`config.mk`:
```
export PLATFORM = sky130hd
export DESIGN_NAME = ac97_record_rx
export DESIGN_NICKNAME = d
export VERILOG_FILES = /design/src/rtl/ac97_pkg.sv /design/src/rtl/ac97_record_rx_slot_shifter.sv /design/src/rtl/ac97_record_rx.sv
export SDC_FILE = /design/constraint.sdc
export NUM_CORES = 1
export LEC_CHECK = 0
export CORE_MARGIN = 3
export CORE_UTILIZATION = 35
export CTS_CLUSTER_SIZE = 40
export DETAILED_ROUTE_END_ITERATION = 8
export DONT_BUFFER_PORTS = 1
export HOLD_SLACK_MARGIN = 0.06
export PLACE_DENSITY = 0.48
export SLEW_MARGIN = 30
export SYNTH_ARGS = -nofsm -noshare
export SYNTH_HDL_FRONTEND = slang
export SYNTH_SLANG_ARGS = --single-unit
```
`constraint.sdc`:
```
create_clock -name clk -period 2.4 [get_ports clk]
set_input_delay 0.48 -clock clk [delete_from_list [all_inputs] [get_ports clk]]
set_output_delay 0.48 -clock clk [all_outputs]
set_load 0.03 [all_outputs]
```
`src/rtl/ac97_pkg.sv`:
```
// ============================================================================
// Module   : ac97_pkg
// Purpose  : Shared frame geometry, slot-end positions, tag bits and state type
// Revision : 1.0
// ============================================================================
`default_nettype none

package ac97_pkg;

    localparam int FRAME_BITS = 256;
    localparam int TAG_BITS   = 16;
    localparam int SLOT_BITS  = 20;
    localparam int CNT_W      = $clog2(FRAME_BITS);

    localparam logic [CNT_W-1:0] TAG_END   = 8'd15;
    localparam logic [CNT_W-1:0] SLOT1_END = 8'd35;
    localparam logic [CNT_W-1:0] SLOT2_END = 8'd55;
    localparam logic [CNT_W-1:0] SLOT3_END = 8'd75;
    localparam logic [CNT_W-1:0] SLOT4_END = 8'd95;

    localparam int TAG_READY = 15;
    localparam int TAG_SLOT1 = 14;
    localparam int TAG_SLOT2 = 13;
    localparam int TAG_SLOT3 = 12;
    localparam int TAG_SLOT4 = 11;

    typedef enum logic [0:0] {
        HUNT   = 1'b0,
        LOCKED = 1'b1
    } state_t;

endpackage

`default_nettype wire

```
`src/rtl/ac97_record_rx_slot_shifter.sv`:
```
// ============================================================================
// Module   : ac97_slot_shifter
// Purpose  : MSB-first slot shift register; shift_next includes the bit being sampled
// Revision : 1.0
// ============================================================================
`default_nettype none

module ac97_slot_shifter
    import ac97_pkg::*;
(
    input  logic                 clk,
    input  logic                 reset,
    input  logic                 bit_en,
    input  logic                 din,
    output logic [SLOT_BITS-1:0] shift_next
);

    // Only the previous 19 bits need storage; the newest bit comes straight from din.
    logic [SLOT_BITS-2:0] shift_q;
    logic [SLOT_BITS-2:0] shift_d;

    assign shift_next = {shift_q, din};

    always_comb begin
        shift_d = shift_q;
        if (bit_en) begin
            shift_d = shift_next[SLOT_BITS-2:0];
        end
    end

    always_ff @(posedge clk or negedge reset) begin
        if (!reset) begin
            shift_q <= '0;
        end else begin
            shift_q <= shift_d;
        end
    end

endmodule

`default_nettype wire

```
`src/rtl/ac97_record_rx.sv`:
```
// ============================================================================
// Module   : ac97_record_rx
// Purpose  : AC97 SData_In deserializer recovering tag, status and PCM record slots
// Revision : 1.0
// ============================================================================
`default_nettype none

module ac97_record_rx
    import ac97_pkg::*;
#(
    parameter int SAMPLE_BITS  = 16,
    parameter int REQUIRE_BOTH = 1
) (
    input  logic                   clk,
    input  logic                   reset,
    input  logic                   bit_en,
    input  logic                   sync,
    input  logic                   sdata_in,
    output logic                   codec_ready,
    output logic [SAMPLE_BITS-1:0] pcm_left,
    output logic [SAMPLE_BITS-1:0] pcm_right,
    output logic                   pcm_valid,
    output logic [6:0]             status_addr,
    output logic [15:0]            status_data,
    output logic                   status_valid,
    output logic                   sync_err,
    output logic                   in_frame
);

    logic [SLOT_BITS-1:0] shift_next;
    logic                 unused_bits;

    ac97_slot_shifter u_shifter (
        .clk        (clk),
        .reset      (reset),
        .bit_en     (bit_en),
        .din        (sdata_in),
        .shift_next (shift_next)
    );

    assign unused_bits = ^shift_next[3:0];

    state_t                    state_q, state_d;
    logic [CNT_W-1:0]          cnt_q, cnt_d;
    logic                      prev_sync_q, prev_sync_d;
    logic [TAG_READY:TAG_SLOT4] tag_q, tag_d;
    logic [6:0]                addr_cand_q, addr_cand_d;
    logic [SAMPLE_BITS-1:0]    left_cand_q, left_cand_d;
    logic                      codec_ready_q, codec_ready_d;
    logic [6:0]                status_addr_q, status_addr_d;
    logic [15:0]               status_data_q, status_data_d;
    logic                      status_valid_q, status_valid_d;
    logic [SAMPLE_BITS-1:0]    pcm_left_q, pcm_left_d;
    logic [SAMPLE_BITS-1:0]    pcm_right_q, pcm_right_d;
    logic                      pcm_valid_q, pcm_valid_d;
    logic                      sync_err_q, sync_err_d;
    logic                      frame_start;
    logic                      decode_en;

    assign frame_start = sync && !prev_sync_q;

    always_comb begin
        state_d        = state_q;
        cnt_d          = cnt_q;
        prev_sync_d    = prev_sync_q;
        tag_d          = tag_q;
        addr_cand_d    = addr_cand_q;
        left_cand_d    = left_cand_q;
        codec_ready_d  = codec_ready_q;
        status_addr_d  = status_addr_q;
        status_data_d  = status_data_q;
        pcm_left_d     = pcm_left_q;
        pcm_right_d    = pcm_right_q;
        status_valid_d = 1'b0;
        pcm_valid_d    = 1'b0;
        sync_err_d     = 1'b0;
        decode_en      = 1'b0;

        if (bit_en) begin
            prev_sync_d = sync;
            case (state_q)
                HUNT: begin
                    if (frame_start) begin
                        state_d = LOCKED;
                        cnt_d   = CNT_W'(1);
                    end
                end
                default: begin
                    // A counter of zero means a whole frame has elapsed: sync must rise now.
                    if (frame_start) begin
                        sync_err_d = (cnt_q != '0);
                        cnt_d      = CNT_W'(1);
                    end else if (cnt_q == '0) begin
                        sync_err_d = 1'b1;
                        state_d    = HUNT;
                    end else begin
                        cnt_d     = cnt_q + 1'b1;
                        decode_en = 1'b1;
                    end
                end
            endcase
        end

        if (decode_en) begin
            case (cnt_q)
                TAG_END: begin
                    tag_d         = shift_next[TAG_READY:TAG_SLOT4];
                    codec_ready_d = shift_next[TAG_READY];
                end
                SLOT1_END: begin
                    if (tag_q[TAG_SLOT1]) begin
                        addr_cand_d = shift_next[18:12];
                    end
                end
                SLOT2_END: begin
                    if (tag_q[TAG_SLOT1] && tag_q[TAG_SLOT2]) begin
                        status_addr_d  = addr_cand_q;
                        status_data_d  = shift_next[19:4];
                        status_valid_d = 1'b1;
                    end
                end
                SLOT3_END: begin
                    left_cand_d = shift_next[SLOT_BITS-1 -: SAMPLE_BITS];
                end
                SLOT4_END: begin
                    if (REQUIRE_BOTH != 0) begin
                        if (tag_q[TAG_SLOT3] && tag_q[TAG_SLOT4]) begin
                            pcm_left_d  = left_cand_q;
                            pcm_right_d = shift_next[SLOT_BITS-1 -: SAMPLE_BITS];
                            pcm_valid_d = 1'b1;
                        end
                    end else begin
                        if (tag_q[TAG_SLOT3]) begin
                            pcm_left_d = left_cand_q;
                        end
                        if (tag_q[TAG_SLOT4]) begin
                            pcm_right_d = shift_next[SLOT_BITS-1 -: SAMPLE_BITS];
                        end
                        pcm_valid_d = tag_q[TAG_SLOT3] || tag_q[TAG_SLOT4];
                    end
                end
                default: ;
            endcase
        end
    end

    always_ff @(posedge clk or negedge reset) begin
        if (!reset) begin
            state_q        <= HUNT;
            cnt_q          <= '0;
            prev_sync_q    <= 1'b0;
            tag_q          <= '0;
            addr_cand_q    <= '0;
            left_cand_q    <= '0;
            codec_ready_q  <= 1'b0;
            status_addr_q  <= '0;
            status_data_q  <= '0;
            status_valid_q <= 1'b0;
            pcm_left_q     <= '0;
            pcm_right_q    <= '0;
            pcm_valid_q    <= 1'b0;
            sync_err_q     <= 1'b0;
        end else begin
            state_q        <= state_d;
            cnt_q          <= cnt_d;
            prev_sync_q    <= prev_sync_d;
            tag_q          <= tag_d;
            addr_cand_q    <= addr_cand_d;
            left_cand_q    <= left_cand_d;
            codec_ready_q  <= codec_ready_d;
            status_addr_q  <= status_addr_d;
            status_data_q  <= status_data_d;
            status_valid_q <= status_valid_d;
            pcm_left_q     <= pcm_left_d;
            pcm_right_q    <= pcm_right_d;
            pcm_valid_q    <= pcm_valid_d;
            sync_err_q     <= sync_err_d;
        end
    end

    assign codec_ready  = codec_ready_q;
    assign status_addr  = status_addr_q;
    assign status_data  = status_data_q;
    assign status_valid = status_valid_q;
    assign pcm_left     = pcm_left_q;
    assign pcm_right    = pcm_right_q;
    assign pcm_valid    = pcm_valid_q;
    assign sync_err     = sync_err_q;
    assign in_frame     = (state_q == LOCKED);

endmodule

`default_nettype wire

```
# Yosys cells after proc, flatten, opt, wreduce, memory -nomap -nowiden
# Index checks and enable logic that the tools add are counted.
[classes]
bitwise = 0
add_sub_neg = 1
n_eq_ne = 6
multipliers = 0
n_shift = 0
order_cmp = 0
reduce_logical = 13
div_mod_pow = 0
mux = 21
[op_table]
columns = ["operator", "n"]
rows = [
  ["2-to-1 mux 8 bit", 4],
  ["2-to-1 mux 1 bit", 17],
  ["== test 8 x 6 -> 1 bit, second input constant", 2],
  ["== test 8 x 7 -> 1 bit, second input constant", 2],
  ["AND reduction 3 bit", 4],
  ["adder 8 x 1 -> 8 bit, second input constant", 1],
  ["== test 8 x 4 -> 1 bit, second input constant", 1],
  ["logical NOT 8 bit", 1],
  ["nonzero test 8 bit", 1],
  ["AND reduction 2 bit", 2],
  ["logical AND 1 bit", 3],
  ["!= test 2 bit, second input constant", 1],
  ["nonzero test 2 bit", 1],
  ["logical NOT 1 bit", 1],
]
[word_totals]
word_cells = 56
ff_bits = 115
output_inout_bits = 60
latch_bits = 0
ramBits = 0
romBits = 0
n_memories = 0
in_bits = 5

# Logic depth before layout (Yosys ltp)
[depth]
ltp_word = 6
mapped_depth = 10
mapped_depth_nobuf = 9

# By module
# Synthesis repeated with hierarchy kept, for this count alone.
[unflattened]
cells_unflattened = 300
area_unflattened_um2 = 4745.8
[by_module_without_submodules]
columns = ["module", "cells_per_inst", "area_per_inst_um2", "seq_area_each_um2", "n_inst"]
rows = [
  ["ac97_record_rx", 259, 3980.1, 2402.3, 1],
  ["ac97_slot_shifter", 41, 765.7, 475.5, 1],
]

# Worst setup path after synthesis
# No wires, ideal clock.
[synth_path]
path_type = "reg2reg"
startpoint = "register cnt_q[3]"
endpoint = "register status_data_q[10] (netlist: status_data[10])"
path_buffers = 2
path_stages_with_launch = 10
t_arrival_ns = 2.189
path_slack_ns = 0.086
t_required_ns = 2.275
synth_period_minus_slack_ns = 2.314
setup_time_ns = 0.125
path_cell_list = "dfrtp_1 -> clkbuf_2 -> nor4_1 -> nand3_1 -> ha_1 -> and4_4 -> and3_1 -> nand3_1 -> buf_2 -> mux2_2"
[synth_via]
elab_chain_len = 6
elab_cells_between_ends = 7
classes_between = "1 x eq/ne; 4 x mux; 2 x reduce/logical"
[synth_rtl]
columns = ["element", "line", "rtl"]
rows = [
  ["from (decl)", "ac97_record_rx.sv:44", "logic [CNT_W-1:0] cnt_q, cnt_d;"],
  ["from (signal assigned)", "ac97_record_rx.sv:165", "cnt_q <= cnt_d;"],
  ["logical NOT 8 bit", "ac97_record_rx.sv:93", "end else if (cnt_q == '0) begin"],
  ["2-to-1 mux 1 bit", "ac97_record_rx.sv:93", ""],
  ["2-to-1 mux 1 bit", "ac97_record_rx.sv:90", "if (frame_start) begin"],
  ["2-to-1 mux 1 bit", "ac97_record_rx.sv:81", "case (state_q)"],
  ["2-to-1 mux 1 bit", "ac97_record_rx.sv:79", "if (bit_en) begin"],
  ["AND reduction 3 bit (no line) (*)", "n/a", ""],
  ["to (signal assigned)", "ac97_record_rx.sv:172", "status_data_q <= status_data_d;"],
  ["to (decl)", "ac97_record_rx.sv:51", "logic [15:0] status_data_q, status_data_d;"],
]
# Every way passes the cells marked *; elsewhere a longest branch is shown, timed or not.
# A chain may end at the register's enable or synchronous reset.

# Worst setup path after layout
[layout_path]
startpoint = "register cnt_q[0]"
endpoint = "register pcm_left_q[14] (netlist: pcm_left[14])"
[layout_via]
elab_chain_len = 6
elab_cells_between_ends = 7
classes_between = "1 x eq/ne; 4 x mux; 2 x reduce/logical"
[layout_rtl]
columns = ["element", "line", "rtl"]
rows = [
  ["logical NOT 8 bit", "ac97_record_rx.sv:93", ""],
  ["2-to-1 mux 1 bit", "ac97_record_rx.sv:93", ""],
  ["2-to-1 mux 1 bit", "ac97_record_rx.sv:90", ""],
  ["2-to-1 mux 1 bit", "ac97_record_rx.sv:81", ""],
  ["2-to-1 mux 1 bit", "ac97_record_rx.sv:79", ""],
  ["AND reduction 3 bit (no line) (*)", "n/a", ""],
  ["to (signal assigned)", "ac97_record_rx.sv:174", "pcm_left_q <= pcm_left_d;"],
  ["to (decl)", "ac97_record_rx.sv:53", "logic [SAMPLE_BITS-1:0] pcm_left_q, pcm_left_d;"],
]
# Marks and branches as above.

==> metrics.md <==
| Metric | Value |
|---|---|
| Crit path capture type | flop |
| P_leak | 0.00269 uW |
| Internal power | approximately 4000 uW |
| Finished Cell Area | around 5400 um^2 |
| Grt met1 use | 0.172 |
| Mean Syn Cell Area | about 15 um^2 |
| Logic pwr share | 0.088 |
| Routed Antenna Nets | 0 |
| Gpl congestion | between 0.7 and 0.8 |
| Sw frac | 0.246 |
| Pins Over Slew Limit | 0 |
| Initial antenna violation count | 0 |
| Pre-CTS WS | 0.0379 ns |
| Total CTS buffers | 17 |
| Worst-path clk slew | ~0.05 ns |
| Largest cells by area after synthesis | dfrtp_1 (63%), mux2_2 (23%), mux2_4 (3.3%) |
| Placed cell areas | 4830 um^2 |
| Seq pwr share | 0.452 |
| Htree depth | 4 |
| Worst setup path class | reg -> reg |
| Starting density of the core | 0.361 |
| Min Hold Slack | -0.239 ns |
| VDD IR max | ~0.00042 V |
| Final worst path period need | between 2 and 2.5 ns |
| First-pass GRT wire length | 14400 um |
| Tot Pwr | approximately 5400 uW |
| Met3 Usage GRT | 0.0711 |
| Relative slew slack | 0.730 |
| Crit path DAT | about 2.6 ns |
| Non-filler instance count after layout | 503 |
| Core Rows | 41 |
| Crit Reg-Reg Endpoint | pcm_left[14]$_DFFE_PN0P_ |
| Setup violators final | 0 |
| Nets | between 300 and 400 |
| Pwr dens | a little under 1000 nW/um^2 |
| Syn Inst Count | 300 |
| Reg-to-Reg Start | cnt_q[0]$_DFFE_PN0P_ |
| Inserted Diodes | 0 |
| CP max stage cell | dfrtp_1 |
| Layout cells sized above 1 | 0.453 |
| WL/cell | ~18 um |
| DR vias/cell | approximately 4.9 |
| Synth warn | 0 |
| Die ar. | around 15000 um^2 |
| Synth Net Count | a little over 300 |
| Max Freq | approximately 440 MHz |
| Startpoint Class | flop |
| Worst reg2reg setup slack | between 0.1 and 0.15 ns |
| Met2 GRT Util | 0.180 |
| Fin Setup TNS | 0 ns |
| DRT iter0 DRCs | 118 |
| DIE HEIGHT | roughly 120 um |
| Flops & latches, synth | 115 |
| Post-DP HPWL | between 5000 and 6000 um |
| Failing checks | negative hold slack |
| CTS tree | built |
| Outcome | finished with violations |
| Post-synth top area share | 0.627 |
| Post-Syn Area | approximately 4600 um^2 |
| Seq/Total Area, Yosys | 0.627 |
| Drt drc | 0 |
| Port bufs | 0 |
| Dpl cells | between 400 and 500 |
| Vias in the first global route | around 2.6k |
| Clock sinks | approximately 120 |
| Clock share of power | 0.461 |
| Final global-route overflow total | 0 |
| Grt peak-use layer | met2 |
| Ports | between 60 and 70 |
| Max_cap viols | 0 |
| Clk Latency, worst-skew pair | between 0.4 and 0.5 ns |
| Hold Vio Cnt, Final | roughly 120 |
| Final period util | 0.944 |
| Area growth syn-to-layout | 18.4% |
| Switching power | about 1300 uW |
| CTS root buffer | clkbuf_16 |
| Crit path launch | cnt_q[0]$_DFFE_PN0P_ |
| Cell mode on critical path | ha_1 |
| CP max FO | 29 |
| Largest net degree at the start of global routing | 116 |
| Pin slew with the least headroom to its limit | 0.404 ns |
| Worst R2R Path Depth | 9 |
| GRT Total Usage | 0.132 |
| Crit path largest cell delay | roughly 0.38 ns |
| Leading area contributor after synthesis | dfrtp_1 |
| Via count | 2463 |
| Final Skew | roughly 0.015 ns |
| Worst Path Required | about 2.7 ns |
| Core Area | approximately 13000 um^2 |
| Final worst slack | roughly 0.13 ns |
| First-pass iteration count of the detailed router | 6 |
| Hold crit path type | in -> async |
| Post-synth cell types | 33 |
| Critical-path cell list | inv_1, ha_1, nand3_1, ha_1, and4_4, nand3b_4, nor4_4, buf_12, mux2_2 |
| Die width | ~120 um |
| Clk buf depth | 2 |
| Aggregate routed wire length | about 8900 um |
| Unrepaired setup endpoints after global routing | no |
## power by group through the flow
stage | logic [uW] | registers (uW) | clock network (uW)
2_1_floorplan | 360 | 2360 | 0
3_5_place_dp | 466 | 2460 | 0
5_1_grt | 525 | 2480 | 2630
4_1_cts | 467 | 2430 | 2540
3_3_place_gp | 461 | 2450 | 0
6_report | 470 | 2430 | 2470
## stage by stage
stage | utilization | hold WS [ns]
global route | 0.427 | -0.255
CTS | 0.426 | -0.246
global placement | 0.380 | 0.192
floorplan | - | 0.184
detailed placement | 0.380 | 0.192
finish | 0.427 | -0.239
## flip-flops by register name, indices dropped and copies added, names as in the netlist
name               count
in_frame               1
tag_q                  4
prev_sync_q            1
status_valid           1
status_addr            7
left_cand_q           16
u_shifter.shift_q     19
pcm_valid              1
status_data           16
cnt_q                  8
pcm_left              16
codec_ready            1
pcm_right             16
addr_cand_q            7
sync_err               1
## worst max-delay path, delay by kind of cell (launching register included)
| family | cells | cell delay, ns |
|---|---|---|
| fa+ha+maj | 2 | 0.34 |
| buf+inv | 2 | 0.32 |
| flops | 1 | 0.38 |
| mux | 1 | 0.36 |
| simple gates | 4 | 0.73 |
## layout make-up
type	count	area, um^2
clock buffers	23	488
multi-input cells	166	1610
inverters	5	18.8
fillers	1220	7290
flip-flops and latches	115	2880
well taps	172	215
repair buffers	13	123
clock inverters	9	101
## cell families after synthesis
group           count (synthesis)  synth area share
fa+ha+maj                       4            0.0109
mux                           103             0.261
buf+inv                        19            0.0256
flops                         115             0.627
simple gates                   43            0.0542
compound gates                 16            0.0218
## layer usage
layer,vias up,part of all wire
met2,69,0.44
li1,1103,-
met1,1277,0.45
met4,0,0.017
met5,-,0
met3,14,0.088
## synth_stat cells (all sizes together)
library cell	count
o31ai	2
nor4	2
or4	1
a31oi	1
nand4	1
o21ai	5
nor3b	1
a22o	1
dfrtp	115
a21oi	4
mux2	103
and4	1
nor2b	2
ha	4
and3	3
nand3	7
o21a	1
o311ai	1
nand2	13
nand2b	2
nand3b	1
or3	3
nor2	6
o41ai	1
clkbuf	5
buf	9
inv	5
## worst max-delay path by stage
stage                                       end
floorplan           status_data[10]$_DFFE_PN0P_
global placement     status_data[6]$_DFFE_PN0P_
detailed placement   status_data[6]$_DFFE_PN0P_
CTS                  status_addr[6]$_DFFE_PN0P_
global route           pcm_right[4]$_DFFE_PN0P_
finish                 pcm_left[14]$_DFFE_PN0P_
## timing repair
| action | 4_1_cts | 5_1_grt |
|---|---|---|
| buffers inserted | 0 | 0 |
| gates resized for setup | 0 | 2 |
| endpoints found under the setup margin | 0 | 27 |
| endpoints found under the hold margin | 115 | 115 |
## placed cells by master (no fill, tap or decap), drive strengths merged
cell	Yosys	final
dfrtp	115	115
mux2	103	103
clkbuf	5	23
nand2	13	13
buf	9	13
nand3	7	7
nor2	6	6
inv	5	6
o21ai	5	5
clkinv	0	5
a21oi	4	4
ha	4	4
and3	3	3
or3	3	3
nor2b	2	2
nor4	2	2
nand2b	2	2
o31ai	2	2
bufinv	0	2
and4	1	1
nand3b	1	1
nor3b	1	1
a31oi	1	1
or4	1	1
o311ai	1	1
nand4	1	1
a22o	1	1
o21a	1	1
o41ai	1	1
clkinvlp	0	1
Note: power is estimated with default switching activity, not from simulation.
